**src/rtl/fpgaboy_pkg.sv**
```systemverilog
// Shared LCD geometry and writer state encoding.
// The scan-out side imports the same constants so both agree on frame layout.
package fpgaboy_pkg;

  localparam int H_PIXELS   = 160;
  localparam int V_LINES    = 144;
  localparam int ADDR_WIDTH = 15;

  typedef enum logic [1:0] {
    ST_SYNC,
    ST_ACTIVE,
    ST_HBLANK,
    ST_VBLANK
  } lcd_writer_state_t;

endpackage

```
**src/rtl/lcd_frame_writer_edge_detect.sv**
```systemverilog
// Rise/fall strobes for a level input, based on one registered copy of it.
// The input is already synchronous to clk_in, so no synchroniser stages are needed.
module edge_detect (
  input  logic clk_in,
  input  logic rst_in,
  input  logic sig_in,
  output logic rise_out,
  output logic fall_out
);

  logic r_prev;

  // NOTE: sequential state is updated with non-blocking assignments only.
  always_ff @(posedge clk_in or negedge rst_in) begin
    if (!rst_in) r_prev <= 1'b0;
    else         r_prev <= sig_in;
  end

  assign rise_out = sig_in & ~r_prev;
  assign fall_out = ~sig_in & r_prev;

endmodule

```
**src/rtl/lcd_frame_writer.sv**
```systemverilog
// Writes the PPU shade stream into the back bank of a double-buffered
// framebuffer, and swaps banks only when a complete, well-formed frame ends.
module lcd_frame_writer
  import fpgaboy_pkg::*;
(
  input  logic                  clk_in,
  input  logic                  rst_in,
  input  logic [1:0]            pixel_in,
  input  logic                  pixel_valid_in,
  input  logic                  hblank_in,
  input  logic                  vblank_in,
  output logic [ADDR_WIDTH-1:0] wr_addr_out,
  output logic [1:0]            wr_data_out,
  output logic                  wr_en_out,
  output logic                  wr_bank_out,
  output logic                  frame_done_out,
  output logic                  line_error_out,
  output logic                  frame_error_out
);

  localparam int X_W = $clog2(H_PIXELS + 1);
  localparam int Y_W = $clog2(V_LINES + 2);
  localparam logic [X_W-1:0]        X_END     = X_W'(H_PIXELS);
  localparam logic [X_W-1:0]        X_ONE     = X_W'(1);
  localparam logic [Y_W-1:0]        Y_END     = Y_W'(V_LINES);
  localparam logic [Y_W-1:0]        Y_ONE     = Y_W'(1);
  localparam logic [Y_W-1:0]        Y_MAX     = '1;
  localparam logic [ADDR_WIDTH-1:0] LINE_STEP = ADDR_WIDTH'(H_PIXELS);

  lcd_writer_state_t r_state, w_state_nx;
  logic [X_W-1:0]        r_x, w_x_nx;
  logic [Y_W-1:0]        r_y, w_y_nx;
  logic [ADDR_WIDTH-1:0] r_line_base, w_line_base_nx;
  logic                  r_line_bad, w_line_bad_nx;
  logic                  r_frame_bad, w_frame_bad_nx;
  logic [ADDR_WIDTH-1:0] r_wr_addr, w_wr_addr_nx;
  logic [1:0]            r_wr_data, w_wr_data_nx;
  logic                  r_wr_en, w_wr_en_nx;
  logic                  r_wr_bank, w_wr_bank_nx;
  logic                  r_frame_done, w_frame_done_nx;
  logic                  r_line_error, w_line_error_nx;
  logic                  r_frame_error, w_frame_error_nx;
  logic                  w_hb_rise, w_hb_fall, w_vb_rise, w_vb_fall;

  edge_detect u_hblank_edge (
    .clk_in  (clk_in),
    .rst_in  (rst_in),
    .sig_in  (hblank_in),
    .rise_out(w_hb_rise),
    .fall_out(w_hb_fall)
  );

  edge_detect u_vblank_edge (
    .clk_in  (clk_in),
    .rst_in  (rst_in),
    .sig_in  (vblank_in),
    .rise_out(w_vb_rise),
    .fall_out(w_vb_fall)
  );

  always_comb begin
    // NOTE: every signal gets a default first so no path leaves it unassigned (no latches).
    w_state_nx       = r_state;
    w_x_nx           = r_x;
    w_y_nx           = r_y;
    w_line_base_nx   = r_line_base;
    w_line_bad_nx    = r_line_bad;
    w_frame_bad_nx   = r_frame_bad;
    w_wr_addr_nx     = r_wr_addr;
    w_wr_data_nx     = r_wr_data;
    w_wr_en_nx       = 1'b0;
    w_wr_bank_nx     = r_wr_bank;
    w_frame_done_nx  = 1'b0;
    w_line_error_nx  = r_line_error;
    w_frame_error_nx = 1'b0;

    // Pixel accounting happens before line/frame closing, so a strobe that
    // coincides with an hblank edge still counts toward the line it ends.
    if (pixel_valid_in) begin
      if (r_state == ST_ACTIVE) begin
        if (r_x == X_END) begin
          w_line_bad_nx = 1'b1;
        end else begin
          w_x_nx = r_x + X_ONE;
          if (r_y < Y_END) begin
            w_wr_en_nx   = 1'b1;
            w_wr_addr_nx = r_line_base + ADDR_WIDTH'(r_x);
            w_wr_data_nx = pixel_in;
          end else begin
            w_frame_bad_nx = 1'b1;
          end
        end
      end else if (r_state == ST_HBLANK) begin
        w_line_bad_nx = 1'b1;
      end
    end

    unique case (r_state)
      ST_SYNC, ST_VBLANK: begin
        if (w_vb_fall) begin
          w_state_nx      = ST_ACTIVE;
          w_x_nx          = '0;
          w_y_nx          = '0;
          w_line_base_nx  = '0;
          w_line_bad_nx   = 1'b0;
          w_frame_bad_nx  = 1'b0;
          w_line_error_nx = 1'b0;
        end
      end
      ST_ACTIVE, ST_HBLANK: begin
        if (w_vb_rise) begin
          w_state_nx = ST_VBLANK;
          if (r_y == Y_END && !w_line_error_nx && !w_line_bad_nx && !w_frame_bad_nx) begin
            w_wr_bank_nx    = ~r_wr_bank;
            w_frame_done_nx = 1'b1;
          end else begin
            w_frame_error_nx = 1'b1;
          end
        end else if (r_state == ST_ACTIVE && w_hb_rise) begin
          w_state_nx = ST_HBLANK;
          if (w_x_nx != X_END || w_line_bad_nx) w_line_error_nx = 1'b1;
          w_line_bad_nx = 1'b0;
          w_x_nx        = '0;
          if (r_y < Y_END) w_line_base_nx = r_line_base + LINE_STEP;
          if (r_y != Y_MAX) w_y_nx = r_y + Y_ONE;
        end else if (r_state == ST_HBLANK && w_hb_fall && !vblank_in) begin
          w_state_nx = ST_ACTIVE;
        end
      end
      default: w_state_nx = ST_SYNC;
    endcase
  end

  always_ff @(posedge clk_in or negedge rst_in) begin
    if (!rst_in) begin
      r_state       <= ST_SYNC;
      r_x           <= '0;
      r_y           <= '0;
      r_line_base   <= '0;
      r_line_bad    <= 1'b0;
      r_frame_bad   <= 1'b0;
      r_wr_addr     <= '0;
      r_wr_data     <= '0;
      r_wr_en       <= 1'b0;
      r_wr_bank     <= 1'b0;
      r_frame_done  <= 1'b0;
      r_line_error  <= 1'b0;
      r_frame_error <= 1'b0;
    end else begin
      r_state       <= w_state_nx;
      r_x           <= w_x_nx;
      r_y           <= w_y_nx;
      r_line_base   <= w_line_base_nx;
      r_line_bad    <= w_line_bad_nx;
      r_frame_bad   <= w_frame_bad_nx;
      r_wr_addr     <= w_wr_addr_nx;
      r_wr_data     <= w_wr_data_nx;
      r_wr_en       <= w_wr_en_nx;
      r_wr_bank     <= w_wr_bank_nx;
      r_frame_done  <= w_frame_done_nx;
      r_line_error  <= w_line_error_nx;
      r_frame_error <= w_frame_error_nx;
    end
  end

  assign wr_addr_out     = r_wr_addr;
  assign wr_data_out     = r_wr_data;
  assign wr_en_out       = r_wr_en;
  assign wr_bank_out     = r_wr_bank;
  assign frame_done_out  = r_frame_done;
  assign line_error_out  = r_line_error;
  assign frame_error_out = r_frame_error;

endmodule

```
**config.mk**
```make
export PLATFORM = sky130hd
export DESIGN_NAME = lcd_frame_writer
export DESIGN_NICKNAME = d
export VERILOG_FILES = /design/src/rtl/fpgaboy_pkg.sv /design/src/rtl/lcd_frame_writer_edge_detect.sv /design/src/rtl/lcd_frame_writer.sv
export SDC_FILE = /design/constraint.sdc
export NUM_CORES = 1
export LEC_CHECK = 0
export ABC_AREA = 1
export CAP_MARGIN = 30
export CELL_PAD_IN_SITES_DETAIL_PLACEMENT = 1
export CELL_PAD_IN_SITES_GLOBAL_PLACEMENT = 2
export CORE_MARGIN = 8
export CORE_UTILIZATION = 34
export CTS_CLUSTER_SIZE = 14
export DETAILED_ROUTE_END_ITERATION = 8
export PLACE_DENSITY = 0.91
export SYNTH_ARGS = -nofsm -noshare
export SYNTH_HDL_FRONTEND = slang
export SYNTH_SLANG_ARGS = --single-unit
```
**constraint.sdc**
```tcl
create_clock -name clk_in -period 2 [get_ports clk_in]
set_clock_uncertainty 0.1 [all_clocks]
set_input_delay 0.2 -clock clk_in [delete_from_list [all_inputs] [get_ports clk_in]]
set_output_delay 0.2 -clock clk_in [all_outputs]
set_load 0.1 [all_outputs]
```
==> flow_summary.ini, run 1 <==
[setup_path]
crit_chain = inv_2, ha_4, inv_1, nor2_1, nand2_1, o21ai_0, nand2_1, inv_2, o21ai_4, buf_4, o31ai_1
slowest_stage = sky130_fd_sc_hd__dfrtp_1
r2r.worst_path.cells = 11
critical_path_cell_count = 11
cp-start-kind = register
crit_path_end = r_line_base[10]$_DFFE_PN0P_
timing.rr.start = r_state[1]$_DFFE_PN0P_
cp.buffers_inverters = 4
cp_data_required_time_ns = 2.12
crit_fanout = 7
setup.worst_path.start = r_state[1]$_DFFE_PN0P_
critPathKind = reg2reg
crit_path_arrival_time_ns = 2.05
worst_setup_ep_type = register
timing.reg2reg.setup_slack_ns = 0.07
rr_endpoint = r_line_base[10]$_DFFE_PN0P_
crit_path_max_incr_delay_ns = 0.42
critical-path-top-delay-family = buffers and inverters

[synth]
post_synthesis_instance_area_um2 = 2970
synthDistinctLibCells = 34
synth_flop_cell = sky130_fd_sc_hd__dfrtp_1
synth_edf_count = 0
seq_area_frac_synth = 0.455
synthArstFlopShare = 1.00
yosys_warnings = 0
synthesis.nets = 384
syn_inst = 367
yosys_register_bits = 54
synth.avg_cell_area_um2 = 8.09

[pwr]
power_mw = 5.76
worst_ir_drop_vdd_mv = 0.606
powerDensity_nw_per_um2 = 1560
p_leak_nw = 1.78

[grt]
wire_length_of_the_first_global_routing_pass_mm = 12.6
number_of_global_route_vias_before_repair = 2659
antenna_found_initial = 0
maximum_number_of_pins_on_one_net_before_global_route_repair = 55
gr-usage-all-layers = 0.130
grt_overflow_total = 0

[timing]
drv_slew = 0
setup-tns-final_ns = 0
final.min_clock_period_ns = 1.93
maxSlewHeadroom = 0.660
setup_viol = 0
tightestPinTransition_ns = 0.510
fmax_ghz = 0.518
timing_hold_violations_final = 0
post-route-period-util = 0.965

[cts]
worstSkewPairLatency_ns = 0.31
cts_tree = built
path_clk_slew_ns = 0.10
cts_made_buffers = 5
max-clock-path-buffers = 2
cts.root.buffer_cell = sky130_fd_sc_hd__clkbuf_8
clock_tree.htree_level_count = 2
clock_sink_count = 54

[cells_and_area]
area_overhead_vs_synth_pct = 24.4
drive_above_1_share = 0.229
finish.net_count = 440
post-route-cell-area_um2 = 3690
number_of_filler_instances_in_the_final_layout = 1060
ff_latch_area_um2 = 1350
final_util = 0.430
multi_input_area_um2 = 1450
insertedDiodeCount = 0

[placed_design]
dp.final_hpwl_mm = 5.62
post_dp_cell_area_um2 = 3440
placement.io_buffers = 28
gp_routability_congestion = 0.779

[detailed_routing]
drt-total-wl_mm = 7.64
drt_pre_antenna_iters = 4
first_iter_violations = 38
viasPerCell = 4.91
vias = 2610
routed_wire_length_per_instance_um = 14.4
antenna_violating_nets_post_route = 0
drt_drc_violations_left = 0

[job]
max_cap_violations = 0

[outcome]
run_status = finished, final reports clean

[die]
design.die.area_um2 = 12000
die_y_um = 109
placementRows = 34
ios = 29
placeableCoreArea_um2 = 8590
floorplan.initialDensity = 0.345
die_width_um = 109

[hold_path]
worstHoldPathType = in2async
## area by class of cell
class,instances,area share
clock inverters,2,0.0102
flip-flops and latches,54,0.366
repair buffers,52,0.117
repair inverters,1,0.00203
well taps,108,0.0366
inverters,52,0.0549
clock buffers,6,0.0197
multi-input cells,257,0.394
## what timing repair did
item,4_1_cts,5_1_grt
hold endpoints to repair,54,0
buffers inserted,0,7
hold buffers,1,0
endpoints found under the setup margin,0,19
gates resized for setup,0,22
## how the worst min path moves through the flow
stage | from | endpoint | slack (ns)
final | rst_in | r_state[1]$_DFFE_PN0P_ | 0.29
after global routing | hblank_in | u_hblank_edge.r_prev$_DFF_PN0_ | 0.30
after CTS | hblank_in | u_hblank_edge.r_prev$_DFF_PN0_ | 0.29
after detailed placement | rst_in | u_vblank_edge.r_prev$_DFF_PN0_ | 0.12
after global placement | rst_in | u_hblank_edge.r_prev$_DFF_PN0_ | 0.12
after floorplan | rst_in | frame_done_out$_DFF_PN0_ | -0.20
## cells in the mapped netlist (all sizes together) (3+ instances only)
master,instances,area (um2)
ha,10,125
nor2,47,203
o31ai,8,75.1
xor2,8,70.1
dfrtp,54,1350
nor3,9,45.0
o21ai,27,184
a21oi,6,30.0
o21a,3,22.5
inv,52,200
xnor2,4,35.0
nand3,26,135
nand2,96,365
nand4,5,31.3
## worst register-to-register path, stage by stage, from the launching register on
cell and delay (ns):
sky130_fd_sc_hd__dfrtp_1 0.42, sky130_fd_sc_hd__inv_2 0.08, sky130_fd_sc_hd__ha_4 0.14, sky130_fd_sc_hd__inv_1 0.05
sky130_fd_sc_hd__nor2_1 0.08, sky130_fd_sc_hd__nand2_1 0.07, sky130_fd_sc_hd__o21ai_0 0.11, sky130_fd_sc_hd__nand2_1 0.12
sky130_fd_sc_hd__inv_2 0.14, sky130_fd_sc_hd__o21ai_4 0.12, sky130_fd_sc_hd__buf_4 0.19, sky130_fd_sc_hd__o31ai_1 0.22
## registers in the layout, summed over array words and instances, names as in the netlist
| name | count |
|---|---|
| r_y | 8 |
| frame_error_out | 1 |
| wr_addr_out | 15 |
| u_vblank_edge.r_prev | 1 |
| r_line_bad | 1 |
| line_error_out | 1 |
| wr_data_out | 2 |
| r_line_base | 10 |
| wr_en_out | 1 |
| r_x | 8 |
| frame_done_out | 1 |
| r_frame_bad | 1 |
| u_hblank_edge.r_prev | 1 |
| r_state | 2 |
| wr_bank_out | 1 |
## metal layers
metal	vias to the layer above	GRT usage	share of wire
li1	1289	-	-
met1	1277	0.169	0.46
met2	39	0.220	0.48
met3	5	0.0264	0.046
met4	0	0.0260	0.0081
met5	-	0	0
## placed cells by master, fill, tap and decap left out, types with 2 or more instances in the layout
cell	netlist	routed
sky130_fd_sc_hd__nand4_1	5	5
sky130_fd_sc_hd__o21ai_2	7	7
sky130_fd_sc_hd__a21oi_1	6	5
sky130_fd_sc_hd__inv_4	2	3
sky130_fd_sc_hd__nand2_1	94	93
sky130_fd_sc_hd__dfrtp_1	54	54
sky130_fd_sc_hd__buf_4	0	42
sky130_fd_sc_hd__nor2_4	1	2
sky130_fd_sc_hd__o21ai_0	15	13
sky130_fd_sc_hd__inv_1	46	43
sky130_fd_sc_hd__nor2_1	44	41
sky130_fd_sc_hd__clkdlybuf4s50_1	0	5
sky130_fd_sc_hd__o21ai_1	3	5
sky130_fd_sc_hd__xor2_1	8	8
sky130_fd_sc_hd__nand3_2	1	3
sky130_fd_sc_hd__o21ai_4	2	2
sky130_fd_sc_hd__ha_1	10	9
sky130_fd_sc_hd__nor2_2	1	3
sky130_fd_sc_hd__xnor2_1	4	4
sky130_fd_sc_hd__clkinvlp_4	0	2
sky130_fd_sc_hd__o21a_1	3	3
sky130_fd_sc_hd__nor3_1	9	6
sky130_fd_sc_hd__inv_2	4	6
sky130_fd_sc_hd__buf_12	0	2
sky130_fd_sc_hd__nand2_2	2	2
sky130_fd_sc_hd__a31oi_1	2	2
sky130_fd_sc_hd__o31ai_1	5	4
sky130_fd_sc_hd__nor3_2	0	3
sky130_fd_sc_hd__nand3_1	25	23
sky130_fd_sc_hd__clkbuf_8	0	5
sky130_fd_sc_hd__o31ai_2	3	4
## metrics by stage
step           hold slack, ns  cells  setup WS (ns)
2_1_floorplan          -0.196    367          0.223
3_3_place_gp            0.124    515         0.0280
6_report                0.295    532         0.0700
3_5_place_dp            0.125    515       -0.00855
4_1_cts                 0.286    524         0.0138
5_1_grt                 0.298    532        -0.0153
## cells by family after synthesis
family / share of synthesized area
compound gates: 0.122
xor+xnor: 0.0354
fa+ha+maj: 0.0422
buf+inv: 0.0776
flops: 0.455
simple gates: 0.268
## power by group
group	internal [mW]	switching (mW)	total, mW	leakage (nW)
Clock	0.375	0.382	0.757	0.0514
Combinational	1.02	2.39	3.42	1.01
Sequential	1.36	0.226	1.59	0.716
(Power assumes the default switching activity.)
==> run 2: changes to the inputs <==
- ABC_AREA: 1 -> 0
- CORE_UTILIZATION: 34 -> 37
- PLACE_DENSITY: 0.91 -> 0.92
==> flow_summary.ini, run 2 <==
[setup_path]
timing.rr.start = r_state[0]$_DFFE_PN0P_
setup.worst_path.start = r_state[0]$_DFFE_PN0P_
crit_path_end = r_y[7]$_DFFE_PN0P_
r2r.worst_path.cells = 9
cp-start-kind = register
worst_setup_ep_type = register
crit_path_arrival_time_ns = 2.19
crit_fanout = 5
cp_data_required_time_ns = 2.11
critPathKind = reg2reg
rr_endpoint = r_y[7]$_DFFE_PN0P_
timing.reg2reg.setup_slack_ns = -0.08

[hold_path]
worstHoldPathType = in2async

[grt]
antenna_found_initial = 0
gr-usage-all-layers = 0.133
maximum_number_of_pins_on_one_net_before_global_route_repair = 55
grt_overflow_total = 0
wire_length_of_the_first_global_routing_pass_mm = 12.1
number_of_global_route_vias_before_repair = 2457

[cts]
clock_tree.htree_level_count = 2
cts_made_buffers = 5
cts_tree = built
cts.root.buffer_cell = sky130_fd_sc_hd__clkbuf_8
clock_sink_count = 54
max-clock-path-buffers = 2
path_clk_slew_ns = 0.10
worstSkewPairLatency_ns = 0.31

[timing]
tightestPinTransition_ns = 0.462
drv_slew = 0
final.min_clock_period_ns = 2.08
fmax_ghz = 0.481
fin_hold_ws_ns = 0.300
layout_setup_ws_ns = -0.0801
timing_hold_violations_final = 0
setup_viol = 17
rsz0062_at_grt = yes
post-route-period-util = 1.04
maxSlewHeadroom = 0.692

[cells_and_area]
drive_above_1_share = 0.393
max_ffs_per_register = 15
area_overhead_vs_synth_pct = 36.7
leading_cell_type_in_the_layout_fill_and_taps_excluded = sky130_fd_sc_hd__buf_4
finish.net_count = 377
insertedDiodeCount = 0
most-common-layout-cells = sky130_fd_sc_hd__buf_4, sky130_fd_sc_hd__dfrtp_1, sky130_fd_sc_hd__nor2_1

[placed_design]
placement.io_buffers = 28
dpl_worst_slack_ns = -0.187
gp_routability_congestion = 0.860
dp.final_hpwl_mm = 5.13

[detailed_routing]
viasPerCell = 5.23
drt-total-wl_mm = 7.84
drt_pre_antenna_iters = 4
vias = 2421
routed_wire_length_per_instance_um = 16.9
antenna_violating_nets_post_route = 0
drt_drc_violations_left = 0
first_iter_violations = 49

[pwr]
powerDensity_nw_per_um2 = 1540
worst_ir_drop_vdd_mv = 1.17
p_leak_nw = 1.71

[outcome]
run_status = complete, but fails checks
violated_checks = negative setup slack

[synth]
synthDistinctLibCells = 56
synth_most_common_cell = sky130_fd_sc_hd__dfrtp_1
synth_largest_area_cell = sky130_fd_sc_hd__dfrtp_1
synthesis.nets = 304
ys_top_cells_by_count = sky130_fd_sc_hd__dfrtp_1, sky130_fd_sc_hd__nor2_1, sky130_fd_sc_hd__xnor2_1
yosys_warnings = 0
synth_flop_cell = sky130_fd_sc_hd__dfrtp_1
synthArstFlopShare = 1.00
yosys-top-cells-area = sky130_fd_sc_hd__dfrtp_1, sky130_fd_sc_hd__xnor2_1, sky130_fd_sc_hd__nor2_1
yosys_register_bits = 54
synth_edf_count = 0
synth.avg_cell_area_um2 = 10.1
seq_area_frac_synth = 0.464
fraction_of_synthesized_cell_area_taken_by_the_top_area_cell_type = 0.464
syn_inst = 287
post_synthesis_instance_area_um2 = 2910

[die]
die_y_um = 105
placementRows = 32
design.die.area_um2 = 11000
placeableCoreArea_um2 = 7690
ios = 29
die_width_um = 105
floorplan.initialDensity = 0.379

[job]
max_cap_violations = 0
run 2: cell count changes after synthesis, moves of 4 or more:
cell,before,now
sky130_fd_sc_hd__a21oi_1,6,18
sky130_fd_sc_hd__nand2_1,94,17
sky130_fd_sc_hd__nor4_1,0,6
sky130_fd_sc_hd__o21ai_0,15,6
sky130_fd_sc_hd__o31ai_1,5,1
sky130_fd_sc_hd__xor2_1,8,4
sky130_fd_sc_hd__inv_2,4,0
sky130_fd_sc_hd__xnor2_1,4,23
sky130_fd_sc_hd__nor2b_1,0,7
sky130_fd_sc_hd__mux2_2,0,11
sky130_fd_sc_hd__o21ai_2,7,0
sky130_fd_sc_hd__nand3_1,25,6
sky130_fd_sc_hd__inv_1,46,12
run 2: metal layers:
metal  part of all wire  vias up  global-route usage
li1                   -     1149                   -
met1               0.45     1239               0.169
met2               0.51       28               0.218
met3              0.028        5              0.0295
met4             0.0098        0              0.0418
met5                  0        -                   0
run 2: logic make-up after synthesis:
| logic type | after synthesis | share of synthesized area |
|---|---|---|
| flops | 54 | 0.464 |
| fa+ha+maj | 10 | 0.0430 |
| simple gates | 113 | 0.211 |
| mux | 12 | 0.0464 |
| xor+xnor | 28 | 0.0868 |
| compound gates | 45 | 0.107 |
| buf+inv | 25 | 0.0417 |
run 2: where the power goes:
group | internal [mW] | leakage (nW) | switching [mW]
clock network | 0.374 | 0.0514 | 0.373
registers | 1.39 | 0.702 | 0.257
logic | 1.29 | 0.959 | 2.45
total | 3.05 | 1.71 | 3.08
run 2: worst min-delay path by stage:
stage	startpoint	endpoint	depth (start not counted)
2_1_floorplan	rst_in	frame_done_out$_DFF_PN0_	0
3_3_place_gp	rst_in	r_line_bad$_DFF_PN0_	2
3_5_place_dp	rst_in	frame_done_out$_DFF_PN0_	2
4_1_cts	hblank_in	u_hblank_edge.r_prev$_DFF_PN0_	1
5_1_grt	hblank_in	u_hblank_edge.r_prev$_DFF_PN0_	1
6_report	rst_in	wr_addr_out[0]$_DFFE_PN0P_	3
run 2: metrics by stage:
step | TNS, ns | area (um2) | std cells | total power, mW | utilization
global placement | -0.906 | 3510 | 442 | 4.87 | 0.457
CTS | -0.460 | 3710 | 452 | 5.82 | 0.483
floorplan | -0.00283 | 2930 | 287 | 4.03 | -
detailed placement | -1.77 | 3510 | 442 | 4.97 | 0.457
global route | -2.41 | 3980 | 463 | 6.49 | 0.518
finish | -0.736 | 3980 | 463 | 6.13 | 0.518
run 2: cell type report:
| type | count | area, um2 |
|---|---|---|
| Inverter | 12 | 45.0 |
| Tap cell | 102 | 128 |
| Fill cell | 861 | 3710 |
| Timing Repair Buffer | 78 | 649 |
| Clock buffer | 6 | 72.6 |
| Clock inverter | 2 | 37.5 |
| Multi-Input combinational cell | 209 | 1700 |
| Sequential cell | 54 | 1350 |
run 2: repair_timing:
item | 4_1_cts | 5_1_grt
pin swaps | 5 | 10
gates resized for setup | 16 | 47
buffers inserted | 2 | 9
cloned | 0 | 3
hold endpoints to repair | 54 | 0
setup endpoints to repair | 14 | 40
hold buffers | 1 | 0
run 2: worst max-delay path: stages, from the launching register on:
cell                      delay (ns)
sky130_fd_sc_hd__dfrtp_1        0.41
sky130_fd_sc_hd__inv_2          0.09
sky130_fd_sc_hd__ha_4           0.22
sky130_fd_sc_hd__buf_4          0.15
sky130_fd_sc_hd__buf_4          0.13
sky130_fd_sc_hd__nor4_2         0.38
sky130_fd_sc_hd__buf_4          0.23
sky130_fd_sc_hd__nor4_1         0.07
sky130_fd_sc_hd__xnor2_1        0.16
sky130_fd_sc_hd__nor2_1         0.05
